$ cat src/rtl/nanosoc_expram_pkg.sv
// Shared types and AHB constants for the expansion RAM zero-fill controller.
// Used by the controller top and its pending address-phase holder.
package nanosoc_expram_pkg;

    typedef enum logic [1:0] {
        ST_INIT   = 2'd0,
        ST_DRAIN  = 2'd1,
        ST_REPLAY = 2'd2,
        ST_PASS   = 2'd3
    } init_state_e;

    localparam logic [1:0] HTRANS_IDLE   = 2'b00;
    localparam logic [1:0] HTRANS_NONSEQ = 2'b10;
    localparam logic [2:0] HSIZE_WORD    = 3'b010;
    localparam logic [3:0] HPROT_INIT    = 4'b0011;

    function automatic logic ahb_addr_phase(
        input logic       sel,
        input logic [1:0] trans,
        input logic       ready
    );
        return sel & trans[1] & ready;
    endfunction

endpackage

$ cat src/rtl/nanosoc_ahb_addr_hold.sv
// Single-entry holding register for one stalled AHB address phase.
// Clear takes priority over capture.
module nanosoc_ahb_addr_hold
    import nanosoc_expram_pkg::*;
#(
    parameter int ADDR_W = 32
) (
    input  logic              HCLK,
    input  logic              HRESETn,
    input  logic              capture_i,
    input  logic              clear_i,
    input  logic [ADDR_W-1:0] haddr_i,
    input  logic [2:0]        hsize_i,
    input  logic [3:0]        hprot_i,
    input  logic              hwrite_i,
    output logic              valid_o,
    output logic [ADDR_W-1:0] haddr_o,
    output logic [2:0]        hsize_o,
    output logic [3:0]        hprot_o,
    output logic              hwrite_o
);

    logic              valid_q, valid_d;
    logic [ADDR_W-1:0] addr_q, addr_d;
    logic [2:0]        size_q, size_d;
    logic [3:0]        prot_q, prot_d;
    logic              write_q, write_d;

    always_comb begin
        valid_d = valid_q;
        addr_d  = addr_q;
        size_d  = size_q;
        prot_d  = prot_q;
        write_d = write_q;
        if (clear_i) begin
            valid_d = 1'b0;
        end else if (capture_i) begin
            valid_d = 1'b1;
            addr_d  = haddr_i;
            size_d  = hsize_i;
            prot_d  = hprot_i;
            write_d = hwrite_i;
        end
    end

    always_ff @(posedge HCLK or negedge HRESETn) begin
        if (!HRESETn) begin
            valid_q <= 1'b0;
            addr_q  <= '0;
            size_q  <= HSIZE_WORD;
            prot_q  <= '0;
            write_q <= 1'b0;
        end else begin
            valid_q <= valid_d;
            addr_q  <= addr_d;
            size_q  <= size_d;
            prot_q  <= prot_d;
            write_q <= write_d;
        end
    end

    assign valid_o  = valid_q;
    assign haddr_o  = addr_q;
    assign hsize_o  = size_q;
    assign hprot_o  = prot_q;
    assign hwrite_o = write_q;

endmodule

$ cat src/rtl/nanosoc_expram_init_ctrl.sv
// Zero-fills the expansion SRAM after reset or on request, holding off one
// upstream AHB transfer until the fill completes, then passes through.
module nanosoc_expram_init_ctrl
    import nanosoc_expram_pkg::*;
#(
    parameter int SYS_ADDR_W          = 32,
    parameter int SYS_DATA_W          = 32,
    parameter int EXPRAM_L_RAM_ADDR_W = 14
) (
    input  logic                  HCLK,
    input  logic                  HRESETn,

    input  logic                  HSEL,
    input  logic [SYS_ADDR_W-1:0] HADDR,
    input  logic [1:0]            HTRANS,
    input  logic [2:0]            HSIZE,
    input  logic [3:0]            HPROT,
    input  logic                  HWRITE,
    input  logic                  HREADY,
    input  logic [SYS_DATA_W-1:0] HWDATA,
    output logic                  HREADYOUT,
    output logic                  HRESP,
    output logic [SYS_DATA_W-1:0] HRDATA,

    output logic                  MHSEL,
    output logic [SYS_ADDR_W-1:0] MHADDR,
    output logic [1:0]            MHTRANS,
    output logic [2:0]            MHSIZE,
    output logic [3:0]            MHPROT,
    output logic                  MHWRITE,
    output logic                  MHREADY,
    output logic [SYS_DATA_W-1:0] MHWDATA,
    input  logic                  MHREADYOUT,
    input  logic                  MHRESP,
    input  logic [SYS_DATA_W-1:0] MHRDATA,

    input  logic                  INIT_REQ,
    output logic                  INIT_DONE
);

    localparam int CNT_W = EXPRAM_L_RAM_ADDR_W - 2;
    localparam int PAD_W = SYS_ADDR_W - EXPRAM_L_RAM_ADDR_W;

    init_state_e      state_q, state_d;
    logic [CNT_W-1:0] cnt_q, cnt_d;
    logic             req_q, req_d;
    logic             done_q, done_d;

    logic                  pend_v;
    logic [SYS_ADDR_W-1:0] pend_addr;
    logic [2:0]            pend_size;
    logic [3:0]            pend_prot;
    logic                  pend_write;

    logic                  addr_ph;
    logic                  in_fill;
    logic                  reinit;
    logic                  capture;
    logic                  clear;
    logic [SYS_ADDR_W-1:0] fill_addr;

    assign addr_ph   = ahb_addr_phase(HSEL, HTRANS, HREADY);
    assign in_fill   = (state_q == ST_INIT) || (state_q == ST_DRAIN);
    assign reinit    = (state_q == ST_PASS) && req_q && HREADY;
    assign capture   = addr_ph && !pend_v && (in_fill || reinit);
    assign clear     = (state_q == ST_REPLAY);
    assign fill_addr = {{PAD_W{1'b0}}, cnt_q, 2'b00};

    nanosoc_ahb_addr_hold #(
        .ADDR_W (SYS_ADDR_W)
    ) u_hold (
        .HCLK      (HCLK),
        .HRESETn   (HRESETn),
        .capture_i (capture),
        .clear_i   (clear),
        .haddr_i   (HADDR),
        .hsize_i   (HSIZE),
        .hprot_i   (HPROT),
        .hwrite_i  (HWRITE),
        .valid_o   (pend_v),
        .haddr_o   (pend_addr),
        .hsize_o   (pend_size),
        .hprot_o   (pend_prot),
        .hwrite_o  (pend_write)
    );

    always_ff @(posedge HCLK or negedge HRESETn) begin
        if (!HRESETn) begin
            state_q <= ST_INIT;
            cnt_q   <= '0;
            req_q   <= 1'b0;
            done_q  <= 1'b0;
        end else begin
            state_q <= state_d;
            cnt_q   <= cnt_d;
            req_q   <= req_d;
            done_q  <= done_d;
        end
    end

    always_comb begin
        state_d = state_q;
        cnt_d   = cnt_q;
        req_d   = req_q;
        done_d  = done_q;
        if (state_q == ST_PASS && INIT_REQ) begin
            req_d = 1'b1;
        end
        unique case (state_q)
            ST_INIT: begin
                // The last word moves on without wrapping the counter
                if (MHREADYOUT) begin
                    if (&cnt_q) begin
                        state_d = ST_DRAIN;
                    end else begin
                        cnt_d = cnt_q + CNT_W'(1);
                    end
                end
            end
            ST_DRAIN: begin
                if (MHREADYOUT) begin
                    state_d = (pend_v || capture) ? ST_REPLAY : ST_PASS;
                    done_d  = 1'b1;
                end
            end
            ST_REPLAY: begin
                state_d = ST_PASS;
            end
            ST_PASS: begin
                if (reinit) begin
                    state_d = ST_INIT;
                    cnt_d   = '0;
                    req_d   = 1'b0;
                    done_d  = 1'b0;
                end
            end
            default: begin
                state_d = ST_INIT;
            end
        endcase
    end

    always_comb begin
        MHSEL     = HSEL;
        MHADDR    = HADDR;
        MHTRANS   = HTRANS;
        MHSIZE    = HSIZE;
        MHPROT    = HPROT;
        MHWRITE   = HWRITE;
        MHREADY   = HREADY;
        MHWDATA   = HWDATA;
        HREADYOUT = MHREADYOUT;
        HRESP     = MHRESP;
        HRDATA    = MHRDATA;
        unique case (state_q)
            ST_INIT: begin
                MHSEL     = 1'b1;
                MHADDR    = fill_addr;
                MHTRANS   = HTRANS_NONSEQ;
                MHSIZE    = HSIZE_WORD;
                MHPROT    = HPROT_INIT;
                MHWRITE   = 1'b1;
                MHREADY   = MHREADYOUT;
                MHWDATA   = '0;
                HREADYOUT = !pend_v;
                HRESP     = 1'b0;
                HRDATA    = '0;
            end
            ST_DRAIN: begin
                MHSEL     = 1'b0;
                MHADDR    = '0;
                MHTRANS   = HTRANS_IDLE;
                MHSIZE    = HSIZE_WORD;
                MHPROT    = HPROT_INIT;
                MHWRITE   = 1'b0;
                MHREADY   = MHREADYOUT;
                MHWDATA   = '0;
                HREADYOUT = !pend_v;
                HRESP     = 1'b0;
                HRDATA    = '0;
            end
            ST_REPLAY: begin
                MHSEL     = 1'b1;
                MHADDR    = pend_addr;
                MHTRANS   = HTRANS_NONSEQ;
                MHSIZE    = pend_size;
                MHPROT    = pend_prot;
                MHWRITE   = pend_write;
                MHREADY   = 1'b1;
                MHWDATA   = '0;
                HREADYOUT = 1'b0;
                HRESP     = 1'b0;
                HRDATA    = '0;
            end
            ST_PASS: begin
                // An address phase seen while leaving for a refill is held
                if (reinit) begin
                    MHSEL   = 1'b0;
                    MHTRANS = HTRANS_IDLE;
                end
            end
            default: begin
                HREADYOUT = 1'b1;
            end
        endcase
    end

    assign INIT_DONE = done_q;

endmodule

$ cat config.mk
export PLATFORM = sky130hd
export DESIGN_NAME = nanosoc_expram_init_ctrl
export DESIGN_NICKNAME = d
export VERILOG_FILES = /design/src/rtl/nanosoc_expram_pkg.sv /design/src/rtl/nanosoc_ahb_addr_hold.sv /design/src/rtl/nanosoc_expram_init_ctrl.sv
export SDC_FILE = /design/constraint.sdc
export NUM_CORES = 1
export LEC_CHECK = 0
export BUFFER_PORTS_ARGS = -buffer_cell sky130_fd_sc_hd__buf_2
export CORE_ASPECT_RATIO = 1.75
export CORE_MARGIN = 5
export CORE_UTILIZATION = 40
export CTS_CLUSTER_SIZE = 25
export DETAILED_ROUTE_END_ITERATION = 10
export PLACE_DENSITY_LB_ADDON = 0.1
export SKIP_CTS_REPAIR_TIMING = 1
export SYNTH_ARGS = -nofsm -noshare
export SYNTH_HDL_FRONTEND = slang
export SYNTH_SLANG_ARGS = --single-unit
$ cat constraint.sdc
create_clock -name HCLK -period 2.3 [get_ports HCLK]
set_input_delay 0.46 -clock HCLK [delete_from_list [all_inputs] [get_ports HCLK]]
set_output_delay 0.46 -clock HCLK [all_outputs]
set_load 0.02 [all_outputs]
==> impl_results.md, run 1 <==
* Clock root cell: clkbuf_16
* Io pins at 224
* 1st-iter DRT viols at 150
* Slew HR at between 70% and 80%
* Status: completed
* Kind of critical path: reg2out
* Die Y at 137 µm
* Post-synth EDFFs at 0
* Post-synthesis cell type count at 44
* GPL Wtd Cong at around 0.86
* Ys flop type: dfrtp_1
* P_int at 2.49 mW
* Period utilization at a little over nine tenths
* Net switching power at 0.874 mW
* Clk slew on worst S/H paths at ~50 ps
* Slack of the critical path at a little over 50 ps
* DRC Markers at 0
* #FFs+latches synth at 57
* Clock skew at about 10 ps
* Hold Fails Final Rpt at 0
* Initial antenna violation count at 1
* Async SR Flop Fraction at between 90% and 100%
* Xor-xnor portion of the synthesized cell area at 0%
* Maximum vdd ir drop at 0.000509 V
* Max Slew Vio Count at 0
* Via count at around 3700
* Hold WC Path Type: in2async
* Critical path fanouts, max at 12
* Most common cell after layout, fill and taps aside: buf_2
* Global-route wire length before repair at around 19000 µm
* Clock power frac at between 40% and 50%
* Final setup viols at 0
* Max Cap Violations at 0
* CP required at 1840 ps
* Syn Nets at 496
* Final wirelength at approximately 12000 µm
* Lkg Pwr at 2.85 nW
* Diode count at 0
* Starting Density at 40.8%
* Post-synthesis simple-gate area fraction at about a fifth
* Nets@finish at approximately 700
* Worst r2r dst: u_hold.haddr_o[22]
* Synth warn at 0
* Post-DP HPWL at 8860 µm
* Via density at 5.18
* Crit path DAT at 1790 ps
* Final min period at about 2200 ps
* Core Region at between 0.009 and 0.01 mm²
* Worst-Skew Late Latency at about 330 ps
* Largest family of logic cells by synthesized area: simple AND/OR/NAND/NOR gates
* Logic pwr share at roughly 15%
* Final ANT Viol Nets at 0
* # rows at 46
* Setup WS pre-CTS at between 150 and 200 ps
* H-Tree Depth at 3
* Vias in the first global route at roughly 3700
* Worst-margin pin slew at between 400 and 500 ps
* PwrDens at slightly above 600 mW/mm²
* Port Buf Inserts at between 200 and 250
* Post-synthesis compound-gate area fraction at about a fifth
* Routed len/inst at between 15 and 20 µm
* RSZ-0062 raised after global routing: true
* Full die area at about 0.011 mm²
* Fmax at roughly 0.44 GHz
* Crit path capture type: output pin
* Switching portion of total power at around 26%
* Fillcell total at between 800 and 900
* Largest net degree at the start of global routing at 42
* Total gr overflow at 0
* Post-Synthesis Cells at 376
* CTS tree: built
* Die width at 82.8 µm
* Multiplexer share of the synthesized area at around an eighth
* Reg-to-Reg Start: state_q[1]
* Avg Cell Area, Syn at roughly 10 µm²
* Share of cells above drive strength 1 at between 50% and 60%
* Total Neg Setup Slack at 0 ps
* Syn Std Cell Area at 0.00371 mm²
* Post-synthesis sequential area ratio at about two fifths
* Worst reg2reg path depth at 8
* Drt pass-1 iters at 4
* Clock Path Buffers at 2
* Synth Area in Adders at 2.36%
* Area grow syn2layout at 47.4%
* Register-to-register setup slack at 220 ps
* Clk sinks at 57
* Most frequent cells in the layout: 221 x buf_2, 66 x and2_1, 54 x dfrtp_1, 34 x mux2_2, 25 x nand2_1
* Total CTS buffers at 9
* Sequential share of power at between 40% and 50%
* Startpoint types: register
* GR Util All Layers at approximately 20%
[worst max-delay path, stage by stage, from the launching register on]
cell and delay [ps]:
dfrtp_2 470, inv_4 110, ha_4 180, nor2b_4 220, clkbuf_16 190, a22o_1 120
buf_2 160
[power groups by stage]
| stage | clock network (mW) | logic [mW] | registers, mW |
|---|---|---|---|
| 5_1_grt | 1.52 | 0.576 | 1.42 |
| 3_3_place_gp | 0 | 0.504 | 1.39 |
| 4_1_cts | 1.48 | 0.523 | 1.38 |
| 6_report | 1.45 | 0.517 | 1.39 |
| 3_5_place_dp | 0 | 0.520 | 1.39 |
| 2_1_floorplan | 0 | 0.388 | 1.31 |
[metrics by stage]
step | area (µm²) | util [%] | total power, mW | std cells | hold WS [ps]
after floorplan | 3710 | - | 1.69 | 376 | 164
after global placement | 4940 | 54.3 | 1.90 | 696 | 414
after detailed placement | 4940 | 54.3 | 1.91 | 696 | 416
after CTS | 5270 | 57.9 | 3.38 | 712 | 66.6
after global routing | 5470 | 60.2 | 3.52 | 719 | 86.9
final | 5470 | 60.2 | 3.36 | 719 | 62.1
[flip-flops by register name, summed over array words and instances (netlist names), 2 cells and up]
signal / flops
u_hold.haddr_o: 32
state_q: 2
u_hold.hsize_o: 3
u_hold.hprot_o: 4
cnt_q: 12
[kinds of logic after synthesis]
logic type | after synthesis
AOI/OAI and AO/OA | 102
buffers and inverters | 44
DFF | 57
and+or+nand+nor | 123
adders and majority gates | 7
muxes | 43
[metal layers]
metal / part of all wire, % / global-route usage, %
met5: 0.091 / 0
met3: 7.1 / 5.92
met1: 40 / 23.5
met4: 1.4 / 7.09
met2: 51 / 34.6
[worst max-delay path by stage]
stage	startpoint	endpoint	slack (ps)	depth (start not counted)
floorplan	state_q[1]	MHADDR[13]	4	6
global placement	state_q[1]	MHADDR[18]	220	4
detailed placement	state_q[1]	MHADDR[18]	170	4
CTS	state_q[0]	MHSIZE[1]	-190	6
global route	state_q[1]	HRDATA[23]	-50	4
finish	state_q[0]	MHADDR[17]	50	6
[layout make-up]
type                       instances  area [µm²]  share of cell area [%]
timing repair buffer             243        1340                    24.4
clock buffer                      13         260                    4.76
inverter                           8        35.0                   0.640
tap                              120         150                    2.74
sequential                        57        1430                    26.1
clock inverter                     3        65.1                    1.19
multi-input combinational        275        2190                    40.1
[synth_stat cells, types with 5 or more instances]
library cell   n  share of area, %
dfrtp_1       56                38
nand2_1       26               2.6
a22o_1        24               5.7
ha_1           7               2.4
inv_1          8              0.81
mux2_2        34                10
clkbuf_1      20               2.0
buf_2          9               1.2
o31ai_1       15               3.0
a21oi_1       12               1.6
nor2_1         7              0.71
o21ai_0       21               2.8
mux2_1         7               2.1
and2_1        66                11
a22oi_1       12               2.4
nand3_1        5              0.67
Power figures use the tool's default switching activity.
==> run 2: changes to the inputs <==
--- a/config.mk
+++ b/config.mk
@@ -11,6 +11,7 @@
 export CORE_UTILIZATION = 40
 export CTS_CLUSTER_SIZE = 25
 export DETAILED_ROUTE_END_ITERATION = 10
+export GPL_TIMING_DRIVEN = 0
 export PLACE_DENSITY_LB_ADDON = 0.1
 export SKIP_CTS_REPAIR_TIMING = 1
 export SYNTH_ARGS = -nofsm -noshare
==> impl_results.md, run 2 (synthesis results as in run 1) <==
* Status: completed
* Initial antenna violation count at 1 (unchanged)
* Logic pwr share at 19.2% (+3.8 points)
* Crit path DAT at 1830 ps (+40 ps)
* Total gr overflow at 0 (unchanged)
* Worst reg2reg path depth at 8 (unchanged)
* Most common cell after layout, fill and taps aside: buf_2
* Global-route wire length before repair at 19900 µm (+7.1%)
* Lkg Pwr at 2.90 nW (+1.7%)
* Share of cells above drive strength 1 at 53.1% (+0.34 points)
* Full die area at 0.0114 mm² (unchanged)
* Period utilization at 99.5% (+1.7 points)
* Port Buf Inserts at 223 (unchanged)
* Core Region at 0.00909 mm² (unchanged)
* Placed cell count at 719 (+3.3%)
* Number of flip-flops in the largest register at 32 (unchanged)
* Die width at 82.8 µm (unchanged)
* Routed len/inst at 17.1 µm (+1.5%)
* Post-DP Area at 0.00498 mm² (+0.79%)
* GR Util All Layers at 21.5% (+1.5 points)
* Via density at 5.14 (-0.62%)
* Drt pass-1 iters at 4 (unchanged)
* Finished Cell Area at 0.00548 mm² (+0.21%)
* Clock skew at 5.77 ps (-4.05 ps)
* Crit path capture type: output pin
* H-Tree Depth at 3 (unchanged)
* Largest net degree at the start of global routing at 58 (+38%)
* Via count at 3775 (+1.5%)
* Clock root cell: clkbuf_16
* Maximum vdd ir drop at 0.000533 V (+4.7%)
* Sequential share of power at 40.3% (-1.1 points)
* Non-filler cells, final at 734 (+2.1%)
* Worst r2r dst: u_hold.haddr_o[1]
* Final Util at 60.3% (+0.12 points)
* Final ANT Viol Nets at 0 (unchanged)
* Clock power frac at 40.6% (-2.6 points)
* PwrDens at 603 mW/mm² (-1.9%)
* Starting Density at 40.8% (unchanged)
* Max Cap Violations at 0 (unchanged)
* CTS tree: built
* Io pins at 224 (unchanged)
* Final wirelength at 12600 µm (+3.6%)
* Fmax at 0.437 GHz (-1.7%)
* 1st-iter DRT viols at 136 (-9.3%)
* Worst-Skew Late Latency at 330 ps (about the same)
* Hold Fails Final Rpt at 0 (unchanged)
* GPL Wtd Cong at 0.863 (+0.19%)
* Kind of critical path: reg2out
* Final setup viols at 0 (unchanged)
* Clk slew on worst S/H paths at 50 ps (about the same)
* Design Power at 3.31 mW (-1.7%)
* Nets@finish at 729 (+2.1%)
* Diode count at 0 (unchanged)
* Die Y at 137 µm (unchanged)
* Post-DP HPWL at 9940 µm (+12%)
* Net switching power at 0.880 mW (+0.68%)
* Reg-to-Reg Start: state_q[0]
* Total CTS buffers at 9 (unchanged)
* P_int at 2.43 mW (-2.5%)
* Register-to-register setup slack at 140 ps (-80 ps)
* Critical path fanouts, max at 10 (-2)
* Area grow syn2layout at 47.7%
* CP required at 1840 ps (about the same)
* Hold WC Path Type: in2async
* Clk sinks at 57 (unchanged)
* Final min period at 2290 ps (+38.8 ps)
* DRC Markers at 0 (unchanged)
* Startpoint types: register
* Max Slew Vio Count at 0 (unchanged)
* Vias in the first global route at 3962 (+5.8%)
* RSZ-0062 raised after global routing: true
* Hold WS at 190 ps (+127 ps)
* Worst-margin pin slew at 748 ps (+325 ps)
* Most frequent cells in the layout: 205 x buf_2, 66 x and2_1, 54 x dfrtp_1, 34 x mux2_2, 30 x buf_4
* # rows at 46 (unchanged)
* Switching portion of total power at 26.6% (+0.62 points)
* Clock Path Buffers at 2 (unchanged)
* Slew HR at 50.1% (-22 points)
run 2: changes by cell type in the layout (fill, tap and decap cells not counted), moves of 2 or more:
cell       previous run  this run
buf_2               221       205
buf_4                15        30
clkbuf_2              0        10
buf_6                 3         8
a2111oi_2             0         3
a2111oi_4             3         0
ha_4                  4         1
clkbuf_4              0         2
ha_1                  2         4
run 2: power groups by stage:
stage / registers, mW / clock network, mW / logic, mW
after floorplan: 1.31 / 0 / 0.388
after global placement: 1.33 / 0 / 0.596
after detailed placement: 1.34 / 0 / 0.619
after CTS: 1.33 / 1.36 / 0.619
after global routing: 1.36 / 1.40 / 0.702
final: 1.33 / 1.34 / 0.634
run 2: final cells by class:
| cell class | instances | area (µm²) |
|---|---|---|
| Clock inverter | 3 | 40.0 |
| Sequential cell | 57 | 1430 |
| Buffer | 34 | 278 |
| Fill cell | 818 | 3610 |
| Inverter | 8 | 35.0 |
| Timing Repair Buffer | 224 | 1180 |
| Multi-Input combinational cell | 275 | 2110 |
| Clock buffer | 13 | 260 |
| Tap cell | 120 | 150 |
run 2: worst max-delay path by stage:
stage	start	to	slack (ps)
after floorplan	state_q[1]	MHADDR[13]	4
after global routing	state_q[0]	MHADDR[4]	-40
after detailed placement	state_q[0]	MHADDR[5]	-390
final	state_q[0]	MHADDR[4]	10
after global placement	state_q[0]	MHADDR[5]	-330
after CTS	state_q[0]	MHADDR[5]	-740
run 2: layer usage:
layer  vias to the layer above  GRT usage [%]  wire (µm)
met2                       136           39.5       6670
met1                      1795           23.5       4750
li1                       1827              -          -
met4                         2           6.45        148
met3                        15           7.00        968
met5                         -              0         11
run 2: metrics by stage:
stage	TNS, ps	setup WS [ps]
after floorplan	0	3.75
after global placement	-5600	-329
after detailed placement	-5400	-388
after CTS	-25440	-738
after global routing	-444	-36.6
final	0	12.6
run 2: worst max-delay path, cell delays in order, from the launching register on:
cell and delay (ps):
dfrtp_2 440, inv_4 100, ha_2 190, buf_6 160
buf_8 150, a22oi_1 80, o21ai_1 190, buf_4 180
